**src/rtl/getir_asamasi.sv**
```systemverilog
// Instruction-fetch stage: owns the PC, addresses the combinational
// instruction memory and loads the returned fields into the IF/ID register
// with a valid/ready handshake. Handles redirects and out-of-range fetches.
module getir_asamasi #(
    parameter logic [31:0] RESET_PC   = 32'h0000_0000,
    parameter int unsigned IMEM_WORDS = 16,
    parameter logic [31:0] NOP_INSTR  = 32'h0000_0013
) (
    input  logic        clk_i,
    input  logic        rst_i,
    output logic [31:0] adres_o,
    input  logic [6:0]  funct7_i,
    input  logic [4:0]  rs2_i,
    input  logic [4:0]  rs1_i,
    input  logic [2:0]  funct3_i,
    input  logic [4:0]  rd_i,
    input  logic [6:0]  opcode_i,
    input  logic        id_ready_i,
    input  logic        redirect_i,
    input  logic [31:0] redirect_pc_i,
    output logic        id_valid_o,
    output logic [31:0] id_instr_o,
    output logic [31:0] id_pc_o,
    output logic        fault_o,
    output logic [31:0] fetch_count_o
);

    // First byte address past the end of instruction memory.
    localparam logic [31:0] IMEM_BYTES = 32'(IMEM_WORDS * 4);

    logic [31:0] pc_q,    pc_d;
    logic        valid_q, valid_d;
    logic [31:0] instr_q, instr_d;
    logic [31:0] id_pc_q, id_pc_d;
    logic        fault_q, fault_d;
    logic [31:0] count_q, count_d;

    logic        in_range;
    logic        load;
    logic [31:0] mem_instr;
    logic [31:0] redirect_target;

    assign in_range        = (pc_q < IMEM_BYTES);
    assign load            = !redirect_i && in_range && !fault_q && (!valid_q || id_ready_i);
    assign mem_instr       = {funct7_i, rs2_i, rs1_i, funct3_i, rd_i, opcode_i};
    // Masking keeps the whole input in use while forcing word alignment.
    assign redirect_target = redirect_pc_i & ~32'h0000_0003;

    // Next-state selection: redirect beats load, load beats consume/hold.
    always_comb begin
        // NOTE: every variable gets its hold value first, so no path can leave
        // one unassigned and infer a latch.
        pc_d    = pc_q;
        valid_d = valid_q;
        instr_d = instr_q;
        id_pc_d = id_pc_q;
        fault_d = fault_q;
        count_d = count_q;

        if (redirect_i) begin
            pc_d    = redirect_target;
            valid_d = 1'b0;
            instr_d = NOP_INSTR;
            fault_d = 1'b0;
        end else begin
            if (!in_range && !fault_q) begin
                fault_d = 1'b1;
            end
            if (load) begin
                instr_d = mem_instr;
                id_pc_d = pc_q;
                valid_d = 1'b1;
                pc_d    = pc_q + 32'd4;
                count_d = count_q + 32'd1;
            end else if (valid_q && id_ready_i) begin
                // Decode took the entry and nothing replaces it: leave a bubble.
                valid_d = 1'b0;
                instr_d = NOP_INSTR;
            end
        end
    end

    // State register with asynchronous active-high reset.
    always_ff @(posedge clk_i or posedge rst_i) begin
        if (rst_i) begin
            // NOTE: non-blocking assignments so every register samples the
            // pre-edge values, independent of statement order.
            pc_q    <= RESET_PC;
            valid_q <= 1'b0;
            instr_q <= NOP_INSTR;
            id_pc_q <= 32'h0000_0000;
            fault_q <= 1'b0;
            count_q <= 32'h0000_0000;
        end else begin
            pc_q    <= pc_d;
            valid_q <= valid_d;
            instr_q <= instr_d;
            id_pc_q <= id_pc_d;
            fault_q <= fault_d;
            count_q <= count_d;
        end
    end

    assign adres_o       = pc_q;
    assign id_valid_o    = valid_q;
    assign id_instr_o    = instr_q;
    assign id_pc_o       = id_pc_q;
    assign fault_o       = fault_q;
    assign fetch_count_o = count_q;

endmodule

```
**config.mk**
```make
export PLATFORM = sky130hd
export DESIGN_NAME = getir_asamasi
export DESIGN_NICKNAME = d
export VERILOG_FILES = /design/src/rtl/getir_asamasi.sv
export SDC_FILE = /design/constraint.sdc
export NUM_CORES = 1
export LEC_CHECK = 0
export BUFFER_PORTS_ARGS = -buffer_cell sky130_fd_sc_hd__buf_2
export CORE_AREA = 2 2 125 127
export CTS_BUF_LIST = sky130_fd_sc_hd__clkbuf_2
export DETAILED_ROUTE_END_ITERATION = 12
export DIE_AREA = 0 0 127 129
export PLACE_DENSITY = 0.68
export SYNTH_ARGS = -nofsm -noshare
export SYNTH_HDL_FRONTEND = slang
export SYNTH_SLANG_ARGS = --single-unit
```
**constraint.sdc**
```tcl
create_clock -name clk_i -period 4.6 [get_ports clk_i]
set_input_delay 0.23 -clock clk_i [delete_from_list [all_inputs] [get_ports clk_i]]
set_output_delay 0.23 -clock clk_i [all_outputs]
set_load 0.02 [all_outputs]
```
==> summary.md <==
| Metric | Value |
|---|---|
| Worst Tran Pin Value | `0.9164 ns` |
| Busiest layer in global routing | `met2` |
| Layout net count | `692` |
| Non-filler instance count after layout | `821` |
| Remaining DRCs | `0` |
| Die area | `16,380 sq um` |
| # placed instances | `726` |
| Critical-path cell list | `nor4_1 -> nand3_2 -> nor3_4 -> buf_4 -> a22o_1 -> dlygate4sd3_1` |
| TritonCTS clock tree | `built` |
| GPL Wtd Cong | `0.7497` |
| CTS root buf | `clkbuf_2` |
| Worst rel slew slack | `38.91%` |
| GR Overflow Total | `0` |
| #FFs+latches synth | `126` |
| Slew Viols, Final | `0` |
| Vias/cell | `4.798` |
| Top cell type's share of synthesized area | `61.15%` |
| Buf+Inv Stages, Crit Path | `2` |
| Switching share of total power | `26.74%` |
| Final ANT Viol Nets | `0` |
| Async SR Flop Fraction | `100.0%` |
| Critical path arrival | `3.22 ns` |
| Synth Flop Type | `dfrtp_1` |
| Mapped Area | `5034 sq um` |
| Hold_buf cts | `65` |
| Reg power frac | `57.9%` |
| Syn Area/Cell | `13.83 sq um` |
| Main area contributors after synthesis | `dfrtp_1 (61%), mux2_2 (6.7%), a22o_1 (5.0%), xnor2_1 (4.7%), nor2b_1 (3.5%)` |
| Final WS setup | `2.014 ns` |
| Gr usage total | `16.67%` |
| Post-CTS Setup Bufs | `0` |
| Avg WL per Cell | `16.19 microns` |
| Met1 usage | `19.74%` |
| YS warnings | `0` |
| Layout cell share with drive strength beyond 1 | `42.34%` |
| CP Max Fanout | `47` |
| Max Freq | `386.6 MHz` |
| Synth cell count leaders | `dfrtp_1 (123), mux2_2 (30), a22o_1 (29), nor2b_1 (28), xnor2_1 (27)` |
| Post-synth EDFFs | `0` |
| Net Sw Power | `0.5404 mW` |
| I/O pin total | `198` |
| Post-synthesis cell type count | `41` |
| Crit. End Element | `flip-flop` |
| Initial antenna violation count | `0` |
| Pre-CTS setup slack | `2.197 ns` |
| Leakage | `3.691 nW` |
| Setup Crit Path Kind | `reg2reg` |
| First-pass detailed-route iteration total | `6` |
| CORE AREA | `14,980 sq um` |
| Slowest cell on the critical path | `dlygate4sd3_1` |
| Clk Latency, worst-skew pair | `0.67 ns` |
| Min Clock Period, post-route | `2.586 ns` |
| Largest stage delay on the critical path | `0.55 ns` |
| Required @ worst endpoint | `5.23 ns` |
| Final period util | `56.23%` |
| RSZ-0062 raised after global routing | `no` |
| GRT met2 Usage | `27.36%` |
| DP Area | `6152 sq um` |
| CP Launch Type | `flip-flop` |
| Fin Setup TNS | `0 ns` |
| # rows | `45` |
| Fin area | `7002 sq um` |
| First-pass GRT wire length | `21.05 mm` |
| Gate Count Post-Synth | `364` |
| DP HPWL | `8.564 mm` |
| Top-count cell post-synth | `dfrtp_1` |
| Port buffer count | `191` |
| TritonCTS buffer count | `17` |
| Clock network power share | `31.3%` |
| Clk sinks | `126` |
| Largest net degree at the start of global routing | `75` |
| Pwr Total | `2.021 mW` |
| Area leader, netlist | `dfrtp_1` |
| DR vias | `3,939` |
| CTS resizes | `0` |
| CTS H-tree depth | `4` |
| Vias in the first global route | `4,165` |
| Power per cell area | `288.6 nW/um^2` |
| HP Class | `in2reg` |
| Area grow syn2layout | `39.10%` |
| Family with the most delay on the worst path | `buffers and inverters` |
| Register area share after synthesis | `62.71%` |
| Internal Power | `1.480 mW` |
| Drt initial violations | `219` |
| Peak VDD IR | `0.1588 mV` |
| # diodes | `0` |
| Final setup violation count | `0` |
| Final Hold Violating Endpoints | `0` |
| Starting Density | `33.61%` |
| Combinational power share | `10.7%` |
| DRT Wirelength | `13.29 mm` |
| Die X | `127 microns` |
| MaxCap Viol Count | `0` |
| Met3 usage | `6.570%` |
| Status | `finished clean` |
| CTS max path bufs | `2` |
| Die height | `129 microns` |
| Setup Skew | `0.02619 ns` |
| Clock transition time at the flip-flop clock pins of the worst setup and hold paths | `0.19 ns` |
flip-flops by register name, indices dropped and copies added, names as in the netlist:
signal	cells
id_pc_o	30
fault_o	1
id_valid_o	1
adres_o	30
id_instr_o	32
fetch_count_o	32
area by class of cell:
class,instances,area [sq um]
inverter,4,17.52
clock buffer,20,100.1
fill,1349,7975
sequential,126,3157
timing repair buffer,260,1637
tap,188,235.2
clock inverter,10,98.84
multi-input combinational,213,1757
cell families after synthesis:
family / count (synthesis) / share of synthesized area, %
simple gates: 105 / 14.89
xor+xnor: 32 / 5.568
fa+ha+maj: 2 / 0.4971
mux: 32 / 7.109
compound gates: 38 / 6.289
other cells: 1 / 0.07450
flops: 126 / 62.71
buf+inv: 28 / 2.858
worst register-to-register path, stage by stage, from the launching register on:
cell           delay, ns
dfrtp_1             0.43
nor4_1              0.35
nand3_2             0.30
nor3_4              0.26
buf_4               0.44
a22o_1              0.22
dlygate4sd3_1       0.55
power groups by stage:
stage | logic (mW) | registers [mW] | clock network, mW
final | 0.217 | 1.17 | 0.634
after CTS | 0.217 | 1.17 | 0.671
after global routing | 0.235 | 1.17 | 0.721
after detailed placement | 0.174 | 1.19 | 0
after floorplan | 0.0681 | 1.22 | 0
after global placement | 0.170 | 1.19 | 0
stage by stage:
step | utilization, % | hold slack [ns]
finish | 46.75 | 0.1953
floorplan | - | 0.3510
CTS | 46.75 | 0.05825
detailed placement | 41.08 | 0.4411
global route | 46.75 | 0.1422
global placement | 41.08 | 0.4481
cells in the final DEF, fill, tap and decap left out, types with 2 or more instances in the layout:
cell type,instances
a21oi_1,4
a221o_1,3
a22o_1,29
and2_1,2
and3_1,10
and4_1,3
buf_2,191
buf_4,4
bufinv_16,2
clkbuf_2,20
clkinv_1,3
clkinv_2,4
conb_1,4
dfrtp_1,123
dfstp_2,3
dlygate4sd3_1,65
ha_1,2
inv_1,3
mux2_2,30
mux2i_1,2
nand2_1,7
nand2b_1,2
nand3_1,13
nand4_1,15
nor2_1,3
nor2b_1,28
nor3_1,6
nor4_4,6
xnor2_1,27
xor2_1,5
final timing paths:
kind                            cells after the start           from  slack, ns             end
worst max-delay path                                6    adres_o[28]       2.01  id_instr_o[13]
worst min-delay path                                3     redirect_i       0.20      adres_o[2]
worst max register to register                      6    adres_o[28]       2.01  id_instr_o[13]
worst min register to register                      2  id_instr_o[1]       0.48   id_instr_o[1]
max in group asynchronous                           4          rst_i       3.06      id_valid_o
min in group asynchronous                           3          rst_i       0.27     adres_o[21]
per-layer routing:
metal  vias up  wire length, microns
met1      1984                  5581
met5         -                     0
li1       1796                     -
met3        18                   839
met2       141                  6618
met4         0                   252
Power figures use the tool's default switching activity.
